### config.mk
export PLATFORM = sky130hd
export DESIGN_NAME = fifo_uart_tx_flat
export DESIGN_NICKNAME = d
export VERILOG_FILES = /design/src/rtl/fifo_uart_pkg.sv /design/src/rtl/fifo_uart_tx_if.sv /design/src/rtl/uart_baud_cnt.sv /design/src/rtl/fifo_uart_tx.sv /design/src/flat_wrapper.sv
export SDC_FILE = /design/constraint.sdc
export NUM_CORES = 1
export LEC_CHECK = 0
export CAP_MARGIN = 5
export CORE_MARGIN = 5
export CORE_UTILIZATION = 50
export CTS_CLUSTER_DIAMETER = 200
export DETAILED_ROUTE_END_ITERATION = 12
export PLACE_DENSITY = 0.73
export SYNTH_ARGS = -nofsm -noshare
export SYNTH_HDL_FRONTEND = slang
export SYNTH_SLANG_ARGS = --single-unit
### constraint.sdc
create_clock -name clk_i -period 2.9 [get_ports clk_i]
set_input_delay 0.58 -clock clk_i [delete_from_list [all_inputs] [get_ports clk_i]]
set_output_delay 0.58 -clock clk_i [all_outputs]
set_load 0.03 [all_outputs]
### src/rtl/fifo_uart_pkg.sv
// fifo_uart_pkg
// Shared definitions for the FIFO-fed UART transmitter: default frame
// geometry, the transmitter FSM state encoding and a counter-width helper.
package fifo_uart_pkg;

  localparam int DEF_WIDTH        = 8;
  localparam int DEF_CLKS_PER_BIT = 16;

  typedef enum logic [2:0] {
    ST_IDLE    = 3'd0,
    ST_FETCH   = 3'd1,
    ST_CAPTURE = 3'd2,
    ST_START   = 3'd3,
    ST_DATA    = 3'd4,
    ST_STOP    = 3'd5
  } state_t;

  // Width of a counter covering 0..n-1; never narrower than one bit.
  function automatic int cnt_width(input int n);
    return (n > 1) ? $clog2(n) : 1;
  endfunction

endpackage

### src/rtl/fifo_uart_tx_if.sv
// fifo_uart_tx_if
// Read-side handshake between a synchronous FIFO and the UART transmitter.
//   fifo_empty   : FIFO empty flag (combinational on the FIFO side)
//   fifo_rd_data : read data, valid the cycle after fifo_rd_en is sampled
//   fifo_rd_en   : pop request from the transmitter
// Modports: master = transmitter (pops), slave = FIFO (serves pops).
interface fifo_uart_tx_if #(
  parameter int WIDTH = fifo_uart_pkg::DEF_WIDTH
);
  logic             fifo_empty;
  logic [WIDTH-1:0] fifo_rd_data;
  logic             fifo_rd_en;

  modport master (
    input  fifo_empty,
    input  fifo_rd_data,
    output fifo_rd_en
  );

  modport slave (
    output fifo_empty,
    output fifo_rd_data,
    input  fifo_rd_en
  );
endinterface

### src/rtl/uart_baud_cnt.sv
// uart_baud_cnt
// Per-bit cycle counter. Counts 0..CLKS_PER_BIT-1 while run_i is high and
// wraps to 0 on each bit boundary; held at 0 while run_i is low.
//   clk_i, rst_i : clock, asynchronous active-high reset
//   run_i        : count enable (frame in progress)
//   cnt_o        : current position within the bit
//   bit_tick_o   : high on the last cycle of each bit
module uart_baud_cnt
  import fifo_uart_pkg::*;
#(
  parameter int CLKS_PER_BIT = DEF_CLKS_PER_BIT,
  parameter int CW           = cnt_width(CLKS_PER_BIT)
) (
  input  logic          clk_i,
  input  logic          rst_i,
  input  logic          run_i,
  output logic [CW-1:0] cnt_o,
  output logic          bit_tick_o
);

  localparam logic [CW-1:0] CNT_LAST = CW'(CLKS_PER_BIT - 1);

  logic [CW-1:0] cnt_q;
  logic [CW-1:0] cnt_d;

  always_comb begin
    cnt_d = '0;
    if (run_i && (cnt_q != CNT_LAST)) begin
      cnt_d = cnt_q + 1'b1;
    end
  end

  always_ff @(posedge clk_i or posedge rst_i) begin
    if (rst_i) begin
      cnt_q <= '0;
    end else begin
      cnt_q <= cnt_d;
    end
  end

  assign cnt_o      = cnt_q;
  assign bit_tick_o = run_i && (cnt_q == CNT_LAST);

endmodule

### src/rtl/fifo_uart_tx.sv
// fifo_uart_tx
// Pops one word per frame from a FIFO and sends it as a UART frame:
// one start bit (0), WIDTH data bits LSB first, one stop bit (1), no parity.
//   clk_i, rst_i : clock, asynchronous active-high reset
//   enable_i     : permits new frames; only looked at on frame boundaries
//   fifo_if      : FIFO read handshake (master side)
//   tx_o         : serial line, idle high, registered
//   busy_o       : high whenever the FSM is not in IDLE
//   done_o       : one-cycle pulse on the last cycle of each stop bit
//
// state   | meaning
// IDLE    | line high, waiting for enable and a non-empty FIFO
// FETCH   | fifo_rd_en high for one cycle
// CAPTURE | FIFO data now valid, loaded into the shift register
// START   | start bit (0)
// DATA    | shift register bit 0 on the line, WIDTH bits
// STOP    | stop bit (1); done pulses on its last cycle
module fifo_uart_tx
  import fifo_uart_pkg::*;
#(
  parameter int WIDTH        = DEF_WIDTH,
  parameter int CLKS_PER_BIT = DEF_CLKS_PER_BIT
) (
  input  logic           clk_i,
  input  logic           rst_i,
  input  logic           enable_i,
  fifo_uart_tx_if.master fifo_if,
  output logic           tx_o,
  output logic           busy_o,
  output logic           done_o
);

  localparam int CW = cnt_width(CLKS_PER_BIT);
  localparam int BW = cnt_width(WIDTH);

  // done is registered, so it is armed one cycle before the stop bit ends.
  localparam logic [CW-1:0] DONE_PRE = CW'(CLKS_PER_BIT - 2);
  localparam logic [BW-1:0] BIT_LAST = BW'(WIDTH - 1);

  state_t           state_q, state_d;
  logic [WIDTH-1:0] shreg_q, shreg_d;
  logic [BW-1:0]    bit_cnt_q, bit_cnt_d;
  logic             tx_q, tx_d;
  logic             rd_en_q, rd_en_d;
  logic             busy_q, busy_d;
  logic             done_q, done_d;
  // Blocks a pop on the first edge after reset release.
  logic             armed_q, armed_d;

  logic [CW-1:0]    baud_cnt;
  logic             bit_tick;
  logic             baud_run;
  logic             start_ok;
  logic [WIDTH-1:0] shreg_shift;

  assign baud_run    = (state_q == ST_START) || (state_q == ST_DATA) ||
                       (state_q == ST_STOP);
  assign start_ok    = enable_i && !fifo_if.fifo_empty;
  assign shreg_shift = shreg_q >> 1;

  uart_baud_cnt #(
    .CLKS_PER_BIT (CLKS_PER_BIT),
    .CW           (CW)
  ) u_baud_cnt (
    .clk_i      (clk_i),
    .rst_i      (rst_i),
    .run_i      (baud_run),
    .cnt_o      (baud_cnt),
    .bit_tick_o (bit_tick)
  );

  always_comb begin
    state_d   = state_q;
    shreg_d   = shreg_q;
    bit_cnt_d = bit_cnt_q;
    tx_d      = tx_q;
    rd_en_d   = 1'b0;
    busy_d    = busy_q;
    done_d    = 1'b0;
    armed_d   = 1'b1;

    case (state_q)
      ST_IDLE: begin
        tx_d   = 1'b1;
        busy_d = 1'b0;
        if (armed_q && start_ok) begin
          state_d = ST_FETCH;
          rd_en_d = 1'b1;
          busy_d  = 1'b1;
        end
      end

      ST_FETCH: begin
        state_d = ST_CAPTURE;
      end

      ST_CAPTURE: begin
        shreg_d = fifo_if.fifo_rd_data;
        state_d = ST_START;
        tx_d    = 1'b0;
      end

      ST_START: begin
        if (bit_tick) begin
          state_d   = ST_DATA;
          bit_cnt_d = '0;
          tx_d      = shreg_q[0];
        end
      end

      ST_DATA: begin
        if (bit_tick) begin
          shreg_d = shreg_shift;
          if (bit_cnt_q == BIT_LAST) begin
            state_d = ST_STOP;
            tx_d    = 1'b1;
          end else begin
            bit_cnt_d = bit_cnt_q + 1'b1;
            tx_d      = shreg_shift[0];
          end
        end
      end

      ST_STOP: begin
        if (baud_cnt == DONE_PRE) begin
          done_d = 1'b1;
        end
        if (bit_tick) begin
          if (start_ok) begin
            state_d = ST_FETCH;
            rd_en_d = 1'b1;
          end else begin
            state_d = ST_IDLE;
            busy_d  = 1'b0;
          end
        end
      end

      default: begin
        state_d = ST_IDLE;
        tx_d    = 1'b1;
        busy_d  = 1'b0;
      end
    endcase
  end

  always_ff @(posedge clk_i or posedge rst_i) begin
    if (rst_i) begin
      state_q   <= ST_IDLE;
      shreg_q   <= '0;
      bit_cnt_q <= '0;
      tx_q      <= 1'b1;
      rd_en_q   <= 1'b0;
      busy_q    <= 1'b0;
      done_q    <= 1'b0;
      armed_q   <= 1'b0;
    end else begin
      state_q   <= state_d;
      shreg_q   <= shreg_d;
      bit_cnt_q <= bit_cnt_d;
      tx_q      <= tx_d;
      rd_en_q   <= rd_en_d;
      busy_q    <= busy_d;
      done_q    <= done_d;
      armed_q   <= armed_d;
    end
  end

  assign fifo_if.fifo_rd_en = rd_en_q;
  assign tx_o               = tx_q;
  assign busy_o             = busy_q;
  assign done_o             = done_q;

endmodule

### src/flat_wrapper.sv
// flat-port wrapper written by rule: the top's interface ports become plain ports
module fifo_uart_tx_flat import fifo_uart_pkg::*;
#(
  parameter int WIDTH        = DEF_WIDTH,
  parameter int CLKS_PER_BIT = DEF_CLKS_PER_BIT
)
  (clk_i, rst_i, enable_i, tx_o, busy_o, done_o, fifo_if_fifo_empty, fifo_if_fifo_rd_data, fifo_if_fifo_rd_en);
  fifo_uart_tx_if #(.WIDTH(WIDTH)) fifo_if_i ();
  input  logic clk_i;
  input  logic rst_i;
  input  logic enable_i;
  output logic tx_o;
  output logic busy_o;
  output logic done_o;
  input wire logic [$bits(fifo_if_i.fifo_empty)-1:0] fifo_if_fifo_empty;
  input wire logic [$bits(fifo_if_i.fifo_rd_data)-1:0] fifo_if_fifo_rd_data;
  output wire logic [$bits(fifo_if_i.fifo_rd_en)-1:0] fifo_if_fifo_rd_en;
  assign fifo_if_i.fifo_empty = fifo_if_fifo_empty;
  assign fifo_if_i.fifo_rd_data = fifo_if_fifo_rd_data;
  assign fifo_if_fifo_rd_en = fifo_if_i.fifo_rd_en;
  fifo_uart_tx #(.WIDTH(WIDTH), .CLKS_PER_BIT(CLKS_PER_BIT)) u_core (.clk_i(clk_i), .rst_i(rst_i), .enable_i(enable_i), .fifo_if(fifo_if_i), .tx_o(tx_o), .busy_o(busy_o), .done_o(done_o));
endmodule
# ---- Word level (Yosys, flattened, before mapping)
# Index checks and enable logic that the tools add are counted.
# Widths: inputs -> output; s select.
dict set report word_totals {
  elab_cells 73
  regBits 23
  out_inout_bits 4
}
dict set report classes {
  n_reduce_logical 17
  n_bitwise 2
  n_eq_ne 16
  addsub 2
  mux 27
}
# operator n
set ops {}
lappend ops {{$mux 3} 8}
lappend ops {{$pmux 3 s6} 1}
lappend ops {{$pmux 8 s2} 1}
lappend ops {{$mux 1} 11}
lappend ops {{$eq 3x3->1 const B} 3}
lappend ops {{$eq 4x4->1 const B} 2}
lappend ops {{$mux 8} 1}
lappend ops {{$ne 2x1->1 const B} 4}
lappend ops {{$eq 3x2->1 const B} 2}
lappend ops {{$ne 2x2->1 const B} 3}
lappend ops {{$pmux 3 s2} 1}
lappend ops {{$reduce_and 3->1} 2}
lappend ops {{$reduce_and 5->1} 1}
lappend ops {{$add 4x1->4 const B} 1}
lappend ops {{$logic_and 1x1->1} 4}
lappend ops {{$mux 4} 1}
lappend ops {{$ne 4x4->1 const B} 1}
lappend ops {{$pmux 1 s4} 1}
lappend ops {{$reduce_and 4->1} 1}
lappend ops {{$reduce_bool 2->1} 2}
lappend ops {{$reduce_or 4->1} 1}
lappend ops {{$add 3x1->3 const B} 1}
lappend ops {{$eq 3x1->1 const B} 1}
lappend ops {{$logic_not 3->1} 1}
lappend ops {{7 further kinds} 9}

# ---- Longest topological paths before layout
# Gate-level depths: netlist of run 1.
dict set report logic_depth {
  word_depth 6
  ltp_mapped 6
  ltp_nobuf 6
}

# ---- Modules after synthesis
# A second synthesis of run 1 with hierarchy kept.
dict set report hier_totals {
  hier_cells 119
  hier_area_um2 1208.7
}
# module instances area_each_um2 cells_each
set by_module_without_submodules {}
lappend by_module_without_submodules {fifo_uart_tx 1 1021.0 101}
lappend by_module_without_submodules {uart_baud_cnt 1 187.7 18}

# ---- Least setup slack after synthesis of run 1
# No wires, ideal clock.
dict set report synth_timing {
  kind {reg-to-reg}
  startpoint {register u_core.u_baud_cnt.cnt_q[0] (netlist: u_core.u_baud_cnt.cnt_o[0])}
  endpoint {register u_core.shreg_q[0]}
  path_stages_with_launch 7
  t_arrival_ns 1.552
  setup_ns 0.125
  t_required_ns 2.775
  setup_slack_ns 1.223
  cell_sequence {dfrtp_1 -> ha_1 -> and3_1 -> buf_2 -> nand2_1 -> a21oi_4 -> mux2_4}
}
dict set report synth_via {
  elab_chain_len 4
}
# element line
set synth_rtl {}
lappend synth_rtl {{start: declaration} uart_baud_cnt.sv:23} ;# logic [CW-1:0] cnt_q;
lappend synth_rtl {{start signal: assignment} uart_baud_cnt.sv:37} ;# cnt_q <= cnt_d;
lappend synth_rtl {{$eq 4x4->1} uart_baud_cnt.sv:42} ;# assign bit_tick_o = run_i && (cnt_q == CNT_LAST);
lappend synth_rtl {{$logic_and 1x1->1} uart_baud_cnt.sv:42}
lappend synth_rtl {{$ne 2x1->1 (no line)} -}
lappend synth_rtl {{$reduce_and 2->1 (no line)} -}
lappend synth_rtl {{end signal: assignment} fifo_uart_tx.sv:159} ;# shreg_q <= shreg_d;
lappend synth_rtl {{end: declaration} fifo_uart_tx.sv:41} ;# logic [WIDTH-1:0] shreg_q, shreg_d;
# No other way between the ends.
# A chain may end at the register's enable or synchronous reset.

# ---- Worst setup path after layout of run 1
dict set report layout_timing {
  startpoint {register u_core.tx_q (netlist: u_core.tx_o)}
  endpoint {output port tx_o}
}
# element line
set layout_rtl {}
lappend layout_rtl {{start: declaration} fifo_uart_tx.sv:43} ;# logic tx_q, tx_d;
lappend layout_rtl {{start signal: assignment} fifo_uart_tx.sv:161} ;# tx_q <= tx_d;
lappend layout_rtl {{end: declaration} flat_wrapper.sv:12} ;# output logic tx_o;
# No word-level cell between the ends.

==> results of run 1 <==
[synthesized netlist by cell type, types with 2 or more instances]
cell,count
o21ai_0,2
nor2b_1,2
a31oi_1,3
mux2_4,14
nor2_1,10
a21oi_1,3
dfrtp_1,22
buf_6,2
nand3_1,6
mux2_2,4
ha_1,4
and3_1,3
nand2_1,9
inv_1,2
nand2b_1,4
clkbuf_1,3
[worst min path at each step]
| stage | end | slack (ns) | cells after the start |
|---|---|---|---|
| 3_5_place_dp | u_core.u_baud_cnt.cnt_o[0] | 0.48 | 1 |
| 6_report | u_core.u_baud_cnt.cnt_o[0] | 0.50 | 1 |
| 4_1_cts | u_core.u_baud_cnt.cnt_o[0] | 0.50 | 1 |
| 2_1_floorplan | u_core.u_baud_cnt.cnt_o[0] | 0.45 | 1 |
| 3_3_place_gp | u_core.u_baud_cnt.cnt_o[0] | 0.47 | 1 |
| 5_1_grt | u_core.u_baud_cnt.cnt_o[0] | 0.54 | 1 |
[layout make-up]
type | instances | area share [%]
clock inverters | 1 | 0.348
repair buffers | 15 | 10.4
flip-flops and latches | 23 | 40.1
multi-input cells | 80 | 44.5
clock buffers | 3 | 1.56
well taps | 30 | 2.61
inverters | 2 | 0.521
[sequential cells by signal, indices dropped and copies added (netlist names)]
register	count
u_core.armed_q	1
u_core.bit_cnt_q	3
u_core.busy_o	1
u_core.done_o	1
u_core.fifo_if.fifo_rd_en	1
u_core.shreg_q	8
u_core.state_q	3
u_core.tx_o	1
u_core.u_baud_cnt.cnt_o	4
[per-layer routing]
metal | up-vias | GRT usage [%] | share of wire [%]
li1 | 416 | - | -
met1 | 409 | 17.8 | 48
met2 | 22 | 22.5 | 45
met3 | 2 | 5.62 | 6.2
met4 | 0 | 4.75 | 0.81
met5 | - | 0 | 0
[cell usage in the layout (no fill, tap or decap), types with 2 or more instances in the layout]
cell             netlist  layout
a21oi_1                3       3
a31oi_1                3       3
and3_1                 3       3
clkbuf_4               0       3
clkdlybuf4s50_1        0      15
dfrtp_1               22      22
ha_1                   4       4
inv_1                  2       2
mux2_2                 4       4
mux2_4                14      14
nand2_1                9       9
nand2b_1               4       4
nand3_1                6       6
nor2_1                10      10
nor2b_1                2       2
o21ai_0                2       2
[stage by stage]
| step | cell area, µm² | hold slack [ns] |
|---|---|---|
| 2_1_floorplan | 1260 | 0.452 |
| 3_3_place_gp | 1410 | 0.468 |
| 3_5_place_dp | 1410 | 0.483 |
| 4_1_cts | 1440 | 0.501 |
| 5_1_grt | 1440 | 0.536 |
| 6_report | 1440 | 0.495 |
[report_power, final]
part	switching [mW]	internal, mW	total [mW]
logic	0.137	0.201	0.338
clock network	0.0954	0.0515	0.147
registers	0.102	0.419	0.520
[logic make-up after synthesis]
kind of cell	after synthesis	share of synthesized area, %
fa+ha+maj	4	3.96
other cells	1	0.297
flops	23	45.6
mux	19	21.0
compound gates	16	9.31
buf+inv	8	3.66
simple gates	38	14.8
xor+xnor	2	1.39
==> results.json, run 1 <==
{
  "outcome": "complete, no violations",
  "grt_pass1_wl_um": 3800,
  "slowest_stage": "clkdlybuf4s50_1",
  "multi_input_area_um2": 641,
  "finalSetupViolations": 0,
  "setup_ws_ns": 0.810,
  "slew_viol_final": 0,
  "cts-root-buf": "clkbuf_4",
  "hold_violations": 0,
  "clock_latency_ns": 0.31,
  "cts_tree": "yes",
  "maxCapViolations": 0,
  "initial_core_util_pct": 51.5,
  "gr-total-overflow": 0,
  "reg2reg_slack_ns": 0.83,
  "cp_max_fo": 2,
  "synth_top_area_share_pct": 43.6,
  "worst_setup_path_end_kind": "output port",
  "area_growth_pct": 14.0,
  "crit_buf_inv": 1,
  "critPathLaunch": "u_core.tx_o",
  "tightestPinTransition_ns": 0.870,
  "io_buffers": 15,
  "async_flop_share_pct": 100,
  "criticalPathCategory": "reg2out",
  "fin_util_pct": 58.7,
  "drt_drc_violations_left": 0,
  "start_kind": "flip-flop",
  "period_needed_ns": 2.09,
  "finalWeightedCongestion": 0.808,
  "fin_crit_sh_pct": 72.1,
  "crit_chain": "clkdlybuf4s50_1",
  "r2r_start": "u_core.state_q[0]",
  "synth_cell_types": 34,
  "vias": 849,
  "synth.net_count": 127,
  "rsz0062_at_grt": "false",
  "crit_end": "tx_o",
  "io_pins": 16,
  "slew_headroom_pct": 41.9,
  "grt_pass1_vias": 845,
  "synth.area.top_cells": "dfrtp_1 44%, mux2_4 17%, ha_1 4.0%, mux2_2 3.6%, nor2_1 3.0%",
  "syn_avg_cell_area_um2": 11.4,
  "syn_area_mm2": 0.00126,
  "synth_edf_count": 0,
  "worstRegToRegCells": 3,
  "cts_resized": 0,
  "fin_cells": 154,
  "via_per_inst": 5.51,
  "dp_hpwl_um": 1500,
  "ant_nets": 0,
  "fmax_ghz": 0.478,
  "finalPower_mw": 1.01,
  "synth_area_leader_cell": "dfrtp_1",
  "setup_tns_ns": 0,
  "arrival_ns": 1.51,
  "dieArea_mm2": 0.00363,
  "grt_usage_pct": 14.3,
  "layout.nets": 141,
  "power.leakage_nw": 0.674,
  "die_h_um": 60.3,
  "ctsHoldBuffers": 0,
  "cts-buffers-inserted": 3,
  "peakVddDrop_uv": 447,
  "dp_cells": 150,
  "std_cell_rows": 18,
  "yosys_warnings": 0,
  "synthCells": 111,
  "worstPathRequired_ns": 2.32,
  "p_per_area_mw_per_mm2": 698,
  "register_area_um2": 577,
  "dr.pass1.iters": 5,
  "cpPeakStageDelay_ns": 0.66,
  "reg2reg_to": "u_core.shreg_q[1]",
  "drt_iter0_drc": 27,
  "routed_wl_um": 2210,
  "hold_path.startpoint": "u_core.u_baud_cnt.cnt_o[0]",
  "die_w_um": 60.3,
  "cts_sinks": 23,
  "cts_setup_buffers": 0,
  "antenna_cells": 0,
  "pre_cts_slack_ns": 0.868,
  "coreArea_mm2": 0.00245,
  "htree_levels": 1,
  "synth_top_flop_cell": "dfrtp_1",
  "drive_gt1_share_pct": 20.2,
  "crit_family": "buffers and inverters",
  "yosysSeqAreaShare_pct": 45.6,
  "grt_max_degree": 24,
  "ys_seq_elements": 23,
  "wl_per_cell_um": 14.4,
  "nFillCells": 203,
  "antenna_found_initial": 0,
  "skew_ns": 0.0101,
  "holdCritPathClass": "reg2reg",
  "cts.clk_slew.worst_paths_ns": 0.13,
  "clk_path_buf_depth": 2,
  "cp.depth": 1
}
Note: power is estimated with default switching activity, not from simulation.
==> inputs of run 2 (changes only) <==
--- a/config.mk
+++ b/config.mk
@@ -7,7 +7,7 @@
 export LEC_CHECK = 0
 export CAP_MARGIN = 5
 export CORE_MARGIN = 5
-export CORE_UTILIZATION = 50
+export CORE_UTILIZATION = 48
 export CTS_CLUSTER_DIAMETER = 200
 export DETAILED_ROUTE_END_ITERATION = 12
 export PLACE_DENSITY = 0.73
==> constraint.sdc (replaced) <==
create_clock -name clk_i -period 1.9 [get_ports clk_i]
set_input_delay 0.38 -clock clk_i [delete_from_list [all_inputs] [get_ports clk_i]]
set_output_delay 0.38 -clock clk_i [all_outputs]
set_load 0.03 [all_outputs]
==> results.json, run 2 (synthesis gave the netlist of run 1 again) <==
{
  "worstRegToRegCells": 3,
  "clock_latency_ns": 0.31,
  "layout_common_cells": "22 x dfrtp_1, 14 x mux2_4, 14 x clkdlybuf4s50_1",
  "worstPathRequired_ns": 2.11,
  "peakVddDrop_uv": 564,
  "skew_ns": 0.00605,
  "dp_hpwl_um": 1720,
  "htree_levels": 1,
  "layout.nets": 147,
  "largest_reg_flops": 8,
  "die_h_um": 61.3,
  "finalWeightedCongestion": 0.820,
  "start_kind": "flip-flop",
  "std_cell_rows": 18,
  "hold_violations": 0,
  "area_growth_pct": 17.3,
  "ant_nets": 0,
  "arrival_ns": 2.00,
  "power.leakage_nw": 0.704,
  "fmax_ghz": 0.560,
  "worst_setup_path_end_kind": "flip-flop",
  "rsz0062_at_grt": "false",
  "maxCapViolations": 0,
  "cts-buffers-inserted": 3,
  "dp_cells": 156,
  "antenna_found_initial": 0,
  "drive_gt1_share_pct": 23.1,
  "grt_usage_pct": 14.2,
  "gr-total-overflow": 0,
  "p_per_area_mw_per_mm2": 1050,
  "drt_iter0_drc": 33,
  "dieArea_mm2": 0.00376,
  "cts_resized": 1,
  "outcome": "complete, no violations",
  "via_per_inst": 5.46,
  "io_pins": 16,
  "drt_drc_violations_left": 0,
  "grt_max_degree": 24,
  "cts.clk_slew.worst_paths_ns": 0.13,
  "cts-root-buf": "clkbuf_4",
  "period_needed_ns": 1.78,
  "finalSetupViolations": 0,
  "antenna_cells": 0,
  "holdCritPathClass": "in2async",
  "fin_crit_sh_pct": 93.9,
  "cts_setup_buffers": 0,
  "cp_max_fo": 9,
  "slew_viol_final": 0,
  "vias": 873,
  "setup_tns_ns": 0,
  "dr.pass1.iters": 4,
  "nFillCells": 217,
  "routed_wl_um": 2370,
  "ctsHoldBuffers": 0,
  "tightestPinTransition_ns": 0.516,
  "cts_sinks": 23,
  "fin_cells": 160,
  "clk_path_buf_depth": 2,
  "initial_core_util_pct": 50.6,
  "coreArea_mm2": 0.00250,
  "grt_pass1_wl_um": 3920,
  "slew_headroom_pct": 65.6,
  "top_register": "u_core.shreg_q",
  "criticalPathCategory": "reg2reg",
  "setup_ws_ns": 0.116,
  "grt_pass1_vias": 883,
  "die_w_um": 61.3,
  "io_buffers": 15,
  "mostFrequentLayoutCell": "dfrtp_1",
  "pre_cts_slack_ns": 0.135,
  "wl_per_cell_um": 14.8,
  "cts_tree": "yes"
}
-- run 2: changes by cell type in the layout (fill, tap and decap cells not counted) --
| cell | previous run | this run |
|---|---|---|
| buf_4 | 0 | 6 |
| clkinv_2 | 1 | 0 |
| clkbuf_1 | 0 | 1 |
| dlygate4sd2_1 | 0 | 1 |
| clkdlybuf4s50_1 | 15 | 14 |
-- run 2: metal layers --
layer	share of wire, %	vias to the layer above	GRT usage (%)
met5	0	-	0
met4	0.55	0	5.57
met3	4.9	2	2.52
met2	49	18	23.9
met1	46	428	18.2
li1	-	425	-
-- run 2: where the power goes --
part	internal [mW]	switching, mW
sequential	0.640	0.104
clock	0.0819	0.150
combinational	0.315	0.263
-- run 2: per-stage QoR --
stage / power [mW] / utilization (%) / hold slack, ns / cell area (µm²)
6_report: 1.55 / 59.3 / 0.385 / 1480
5_1_grt: 1.66 / 59.3 / 0.406 / 1480
4_1_cts: 1.57 / 59.3 / 0.397 / 1480
3_5_place_dp: 1.34 / 58.3 / 0.483 / 1460
3_3_place_gp: 1.31 / 58.3 / 0.467 / 1460
2_1_floorplan: 1.21 / - / 0.381 / 1260
-- run 2: area by class of cell --
type | count | area [µm²] | share of cell area [%]
Inverter | 2 | 7.51 | 0.506
Timing Repair Buffer | 21 | 194 | 13.1
Sequential cell | 23 | 577 | 38.9
Clock buffer | 4 | 26.3 | 1.77
Tap cell | 30 | 37.5 | 2.53
Multi-Input combinational cell | 80 | 641 | 43.2
-- run 2: final timing paths --
path / end / slack, ns / start
min: u_core.shreg_q[3] / 0.39 / rst_i
min in group clk_i: u_core.u_baud_cnt.cnt_o[0] / 0.50 / u_core.u_baud_cnt.cnt_o[0]
min reg2reg: u_core.u_baud_cnt.cnt_o[0] / 0.50 / u_core.u_baud_cnt.cnt_o[0]
max reg2reg: u_core.shreg_q[2] / 0.12 / u_core.state_q[1]
max: u_core.shreg_q[2] / 0.12 / u_core.state_q[1]
max in group asynchronous: u_core.tx_o / 1.23 / rst_i
-- run 2: worst max-delay path, stage by stage, from the launching register on --
cell     delay (ns)
dfrtp_1        0.44
or3b_1         0.60
mux2_4         0.38
mux2_4         0.25
